===== src/rtl/spi_master.sv =====
// ============================================================================
// Module   : spi_master
// Purpose  : Mode-0 SPI master, WIDTH bits per transaction, SCLK half-period
//            of CLK_DIV clk cycles. Define SPI_MASTER_LSB_FIRST_EN for LSB-first.
// Revision : 1.0 - initial release
// ============================================================================
`default_nettype none

module spi_master #(
  parameter int WIDTH   = 8,
  parameter int CLK_DIV = 4
) (
  input  logic             clk,
  input  logic             reset,
  input  logic             start,
  input  logic [WIDTH-1:0] txData,
  output logic [WIDTH-1:0] rxData,
  output logic             busy,
  output logic             done,
  output logic             sclk,
  output logic             cs,
  output logic             mosi,
  input  logic             miso
);

  localparam int DIV_W = (CLK_DIV > 1) ? $clog2(CLK_DIV) : 1;
  localparam int CNT_W = $clog2(WIDTH + 1);
  localparam logic [DIV_W-1:0] DIV_LAST = DIV_W'(CLK_DIV - 1);
  localparam logic [CNT_W-1:0] BIT_ALL  = CNT_W'(WIDTH);

  typedef enum logic [1:0] {
    S_IDLE     = 2'd0,
    S_SETUP    = 2'd1,
    S_TRANSFER = 2'd2,
    S_HOLD     = 2'd3
  } state_t;

  state_t           state_q, state_d;
  logic [DIV_W-1:0] div_q, div_d;
  logic [CNT_W-1:0] bit_q, bit_d;
  logic [WIDTH-1:0] tx_q, tx_d;
  logic [WIDTH-1:0] rx_q, rx_d;
  logic [WIDTH-1:0] rxdata_q, rxdata_d;
  logic             busy_q, busy_d;
  logic             done_q, done_d;
  logic             sclk_q, sclk_d;
  logic             cs_q, cs_d;
  logic             mosi_q, mosi_d;

  logic [WIDTH-1:0] w_tx_adv;
  logic [WIDTH-1:0] w_rx_in;
  logic             w_first_load;
  logic             w_first_adv;
  logic             w_div_end;

`ifdef SPI_MASTER_LSB_FIRST_EN
  assign w_tx_adv     = {1'b0, tx_q[WIDTH-1:1]};
  assign w_rx_in      = {miso, rx_q[WIDTH-1:1]};
  assign w_first_load = txData[0];
  assign w_first_adv  = w_tx_adv[0];
`else
  assign w_tx_adv     = {tx_q[WIDTH-2:0], 1'b0};
  assign w_rx_in      = {rx_q[WIDTH-2:0], miso};
  assign w_first_load = txData[WIDTH-1];
  assign w_first_adv  = w_tx_adv[WIDTH-1];
`endif

  assign w_div_end = (div_q == DIV_LAST);

  always_comb begin
    state_d  = state_q;
    div_d    = div_q;
    bit_d    = bit_q;
    tx_d     = tx_q;
    rx_d     = rx_q;
    rxdata_d = rxdata_q;
    busy_d   = busy_q;
    done_d   = 1'b0;
    sclk_d   = sclk_q;
    cs_d     = cs_q;
    mosi_d   = mosi_q;

    case (state_q)
      S_IDLE: begin
        cs_d   = 1'b1;
        sclk_d = 1'b0;
        busy_d = 1'b0;
        if (start) begin
          tx_d    = txData;
          div_d   = '0;
          bit_d   = '0;
          cs_d    = 1'b0;
          busy_d  = 1'b1;
          mosi_d  = w_first_load;
          state_d = S_SETUP;
        end
      end
      S_SETUP: begin
        if (w_div_end) begin
          div_d   = '0;
          sclk_d  = 1'b1;
          rx_d    = w_rx_in;
          state_d = S_TRANSFER;
        end else begin
          div_d = div_q + 1'b1;
        end
      end
      S_TRANSFER: begin
        if (w_div_end) begin
          div_d = '0;
          if (sclk_q) begin
            sclk_d = 1'b0;
            tx_d   = w_tx_adv;
            mosi_d = w_first_adv;
            bit_d  = bit_q + 1'b1;
          end else if (bit_q == BIT_ALL) begin
            // last low half-period has elapsed; sclk stays low into HOLD
            state_d = S_HOLD;
          end else begin
            sclk_d = 1'b1;
            rx_d   = w_rx_in;
          end
        end else begin
          div_d = div_q + 1'b1;
        end
      end
      S_HOLD: begin
        if (w_div_end) begin
          div_d    = '0;
          cs_d     = 1'b1;
          rxdata_d = rx_q;
          done_d   = 1'b1;
          busy_d   = 1'b0;
          state_d  = S_IDLE;
        end else begin
          div_d = div_q + 1'b1;
        end
      end
      default: state_d = S_IDLE;
    endcase
  end

  always_ff @(posedge clk) begin
    if (reset) begin
      state_q  <= S_IDLE;
      div_q    <= '0;
      bit_q    <= '0;
      tx_q     <= '0;
      rx_q     <= '0;
      rxdata_q <= '0;
      busy_q   <= 1'b0;
      done_q   <= 1'b0;
      sclk_q   <= 1'b0;
      cs_q     <= 1'b1;
      mosi_q   <= 1'b0;
    end else begin
      state_q  <= state_d;
      div_q    <= div_d;
      bit_q    <= bit_d;
      tx_q     <= tx_d;
      rx_q     <= rx_d;
      rxdata_q <= rxdata_d;
      busy_q   <= busy_d;
      done_q   <= done_d;
      sclk_q   <= sclk_d;
      cs_q     <= cs_d;
      mosi_q   <= mosi_d;
    end
  end

  assign rxData = rxdata_q;
  assign busy   = busy_q;
  assign done   = done_q;
  assign sclk   = sclk_q;
  assign cs     = cs_q;
  assign mosi   = mosi_q;

endmodule

`default_nettype wire


===== config.mk =====
export PLATFORM = sky130hd
export DESIGN_NAME = spi_master
export DESIGN_NICKNAME = d
export VERILOG_FILES = /design/src/rtl/spi_master.sv
export SDC_FILE = /design/constraint.sdc
export NUM_CORES = 1
export LEC_CHECK = 0
export ABC_AREA = 1
export CORE_MARGIN = 10
export CORE_UTILIZATION = 45
export CTS_CLUSTER_DIAMETER = 30
export DETAILED_ROUTE_END_ITERATION = 16
export MAX_ROUTING_LAYER = met4
export PLACE_DENSITY = 0.68
export SYNTH_ARGS = -nofsm -noshare
export SYNTH_HDL_FRONTEND = slang
export SYNTH_SLANG_ARGS = --single-unit

===== constraint.sdc =====
create_clock -name clk -period 2.2 [get_ports clk]
set_clock_uncertainty 0.2 [all_clocks]
set_input_delay 0.66 -clock clk [delete_from_list [all_inputs] [get_ports clk]]
set_output_delay 0.66 -clock clk [all_outputs]
set_load 0.01 [all_outputs]

==> flow_metrics.env <==
export IMPL_status="complete, no violations"
export IMPL_synth_fp_nets=261
export IMPL_cts_tree="done"
export IMPL_wirelength_um=3640
export IMPL_syn_area_um2=1790
export IMPL_viasPerCell=4.77
export IMPL_cp_top_family="buffers and inverters"
export IMPL_portBuffers=24
export IMPL_io_pins=25
export IMPL_clockBufferDepth=2
export IMPL_finalSetupViolations=0
export IMPL_synth_area_leader_cell="dfxtp_1"
export IMPL_grt_max_degree=18
export IMPL_critical_path_slowest_cell="clkdlybuf4s50_1"
export IMPL_worst_path_max_fanout=4
export IMPL_cp_depth=1
export IMPL_stdcell_count=320
export IMPL_synth_cells=240
export IMPL_utilization_pct=58.1
export IMPL_cp_arrival_ns=1.26
export IMPL_avgSynthCellArea_um2=7.46
export IMPL_tightest_slew_ns=0.357
export IMPL_postCtsHoldBufs=0
export IMPL_yosysSeqAreaShare_pct=40.3
export IMPL_power_density_nw_per_um2=1000
export IMPL_synthSimpleGateAreaFrac_pct=30.0
export IMPL_core_um2=3740
export IMPL_diodes=0
export IMPL_routedWlPerCell_um=11.4
export IMPL_die_y_um=83.1
export IMPL_root_buffer="clkbuf_8"
export IMPL_grt_overflow=0
export IMPL_rsz0062_at_grt="no"
export IMPL_synth_area_mux_share_pct=0
export IMPL_total_power_mw=2.18
export IMPL_peakVddDrop_v=0.000569
export IMPL_die_x_um=83.1
export IMPL_area_delta_synth_final_pct=21.5
export IMPL_max_stage_delay_ns=0.57
export IMPL_synth_compound_area_share_pct=13.1
export IMPL_ys_types=29
export IMPL_start_util_pct=47.8
export IMPL_synth_top_family_by_area="simple AND/OR/NAND/NOR gates"
export IMPL_path_clk_slew_ns=0.07
export IMPL_clk_latency_ns=0.28
export IMPL_routed_via_count=1525
export IMPL_required_ns=1.34
export IMPL_dieArea_um2=6900
export IMPL_rows=22
export IMPL_place_gp_congestion=0.877
export IMPL_period_minus_slack_ns=2.12
export IMPL_synth_top_area_share_pct=40.3
export IMPL_synth_warnings=0
export IMPL_drc=0
export IMPL_synth_seq_cells=36
export IMPL_period_share_pct=96.3
export IMPL_synth_xor_area_share_pct=0.489
export IMPL_htree_levels=2
export IMPL_cp_start_kind="register"
export IMPL_clock_sinks=36
export IMPL_grt_pass1_vias=1460
export IMPL_final_layout_size_suffix_gt1_share_pct=14.3
export IMPL_fmax_ghz=0.472
export IMPL_drv_cap=0
export IMPL_path_cells="clkdlybuf4s50_1"
export IMPL_slew_viol_final=0
export IMPL_path_class="reg2out"
export IMPL_hold_path_class="reg2reg"
export IMPL_ff2ff_path_depth=9
export IMPL_hold_viol=0
export IMPL_cts_resized=0
export IMPL_nNetsFinal=292
export IMPL_firstDrtPassIters=4
export IMPL_synth_area_leaders="dfxtp_1, nand2_1, nor2_1, ha_1, inv_1"
export IMPL_slew_headroom_pct=76.2
export IMPL_ant_nets=0
export IMPL_grt_pass1_wl_um=6490
export IMPL_grtUsageTotal_pct=11.1
export IMPL_critPathBufInv=1
export IMPL_hold_depth=2
export IMPL_placed_cells=312
export IMPL_cts_setup_buffers=0
export IMPL_p_leak_nw=0.928
export IMPL_antenna_found_initial=0
export IMPL_dp_hpwl_um=2840
export IMPL_synth_fa_ha_area_share_pct=6.29
export IMPL_drtIter0Drc=71
export IMPL_critPathCaptureType="primary output"
export IMPL_numCtsBuffers=5
state kept, by name, summed over array words and instances (netlist names):
signal and flops:
rxData 8, rx_q 8, tx_q 7, bit_q 4
div_q 2, state_q 2, busy 1, cs 1
done 1, mosi 1, sclk 1
final timing paths:
check                            endpoint  startpoint  slack, ns
worst max register to register    tx_q[2]  state_q[0]       0.27
worst min register to register  rxData[1]   rxData[1]       0.26
worst min-delay path            rxData[1]   rxData[1]       0.26
worst max-delay path                 sclk        sclk       0.08
kinds of logic (layout without fill, tap and decap cells):
| kind of cell | count (synthesis) | count (layout) |
|---|---|---|
| xor+xnor | 1 | 1 |
| fa+ha+maj | 9 | 9 |
| buf+inv | 35 | 67 |
| flops | 36 | 36 |
| compound gates | 37 | 37 |
| simple gates | 122 | 122 |
layout by cell type, fill, tap and decap left out, types with 2 or more instances in the layout:
| cell | n |
|---|---|
| nand2_4 | 4 |
| nor2_1 | 40 |
| o21ai_0 | 2 |
| nand3b_1 | 3 |
| clkbuf_8 | 6 |
| ha_1 | 9 |
| inv_2 | 4 |
| nand4_1 | 4 |
| nand3_2 | 2 |
| o21ai_2 | 7 |
| nand2_1 | 59 |
| nand3_1 | 8 |
| nand2_2 | 2 |
| o21ai_1 | 9 |
| a21oi_1 | 14 |
| buf_4 | 8 |
| inv_4 | 2 |
| clkdlybuf4s50_1 | 24 |
| inv_1 | 19 |
| dfxtp_1 | 36 |
final cells by class:
class,instances,area [um^2]
repair buffers,32,300
multi-input cells,169,893
clock buffers,7,86.3
clock inverters,1,7.51
fillers,367,1570
well taps,48,60.1
flip-flops and latches,36,721
inverters,27,108
through the flow:
step | hold slack (ns) | setup slack [ns] | cell area [um^2] | TNS, ns
after floorplan | 0.233 | 0.530 | 1790 | 0
after global placement | 0.247 | 0.0279 | 2080 | 0
after detailed placement | 0.255 | -0.0164 | 2080 | -0.0422
after CTS | 0.266 | 0.0633 | 2180 | 0
after global routing | 0.278 | 0.0274 | 2180 | 0
final | 0.261 | 0.0821 | 2180 | 0
synth_stat cells, drive strengths merged:
cell type  number
nand2          65
nor2           40
dfxtp          36
inv            25
o21ai          19
a21oi          15
nand3          10
ha              9
buf             7
nand4           4
nand3b          3
clkinv          2
a22o            1
clkbuf          1
o21bai          1
o31ai           1
xnor2           1
power breakdown:
part	internal, mW	switching (mW)
Clock	0.254	0.225
Sequential	0.751	0.0663
Combinational	0.334	0.550
routing by layer:
layer / vias to the layer above / part of all wire [%] / GRT usage (%) / wire, um
met5: - / 0 / - / 0
met4: 0 / 1.3 / 3.23 / 46
met3: 6 / 3.7 / 3.03 / 134
met2: 29 / 49 / 18.7 / 1790
met1: 670 / 46 / 12.5 / 1670
li1: 820 / - / - / -
(Power assumes the default switching activity.)
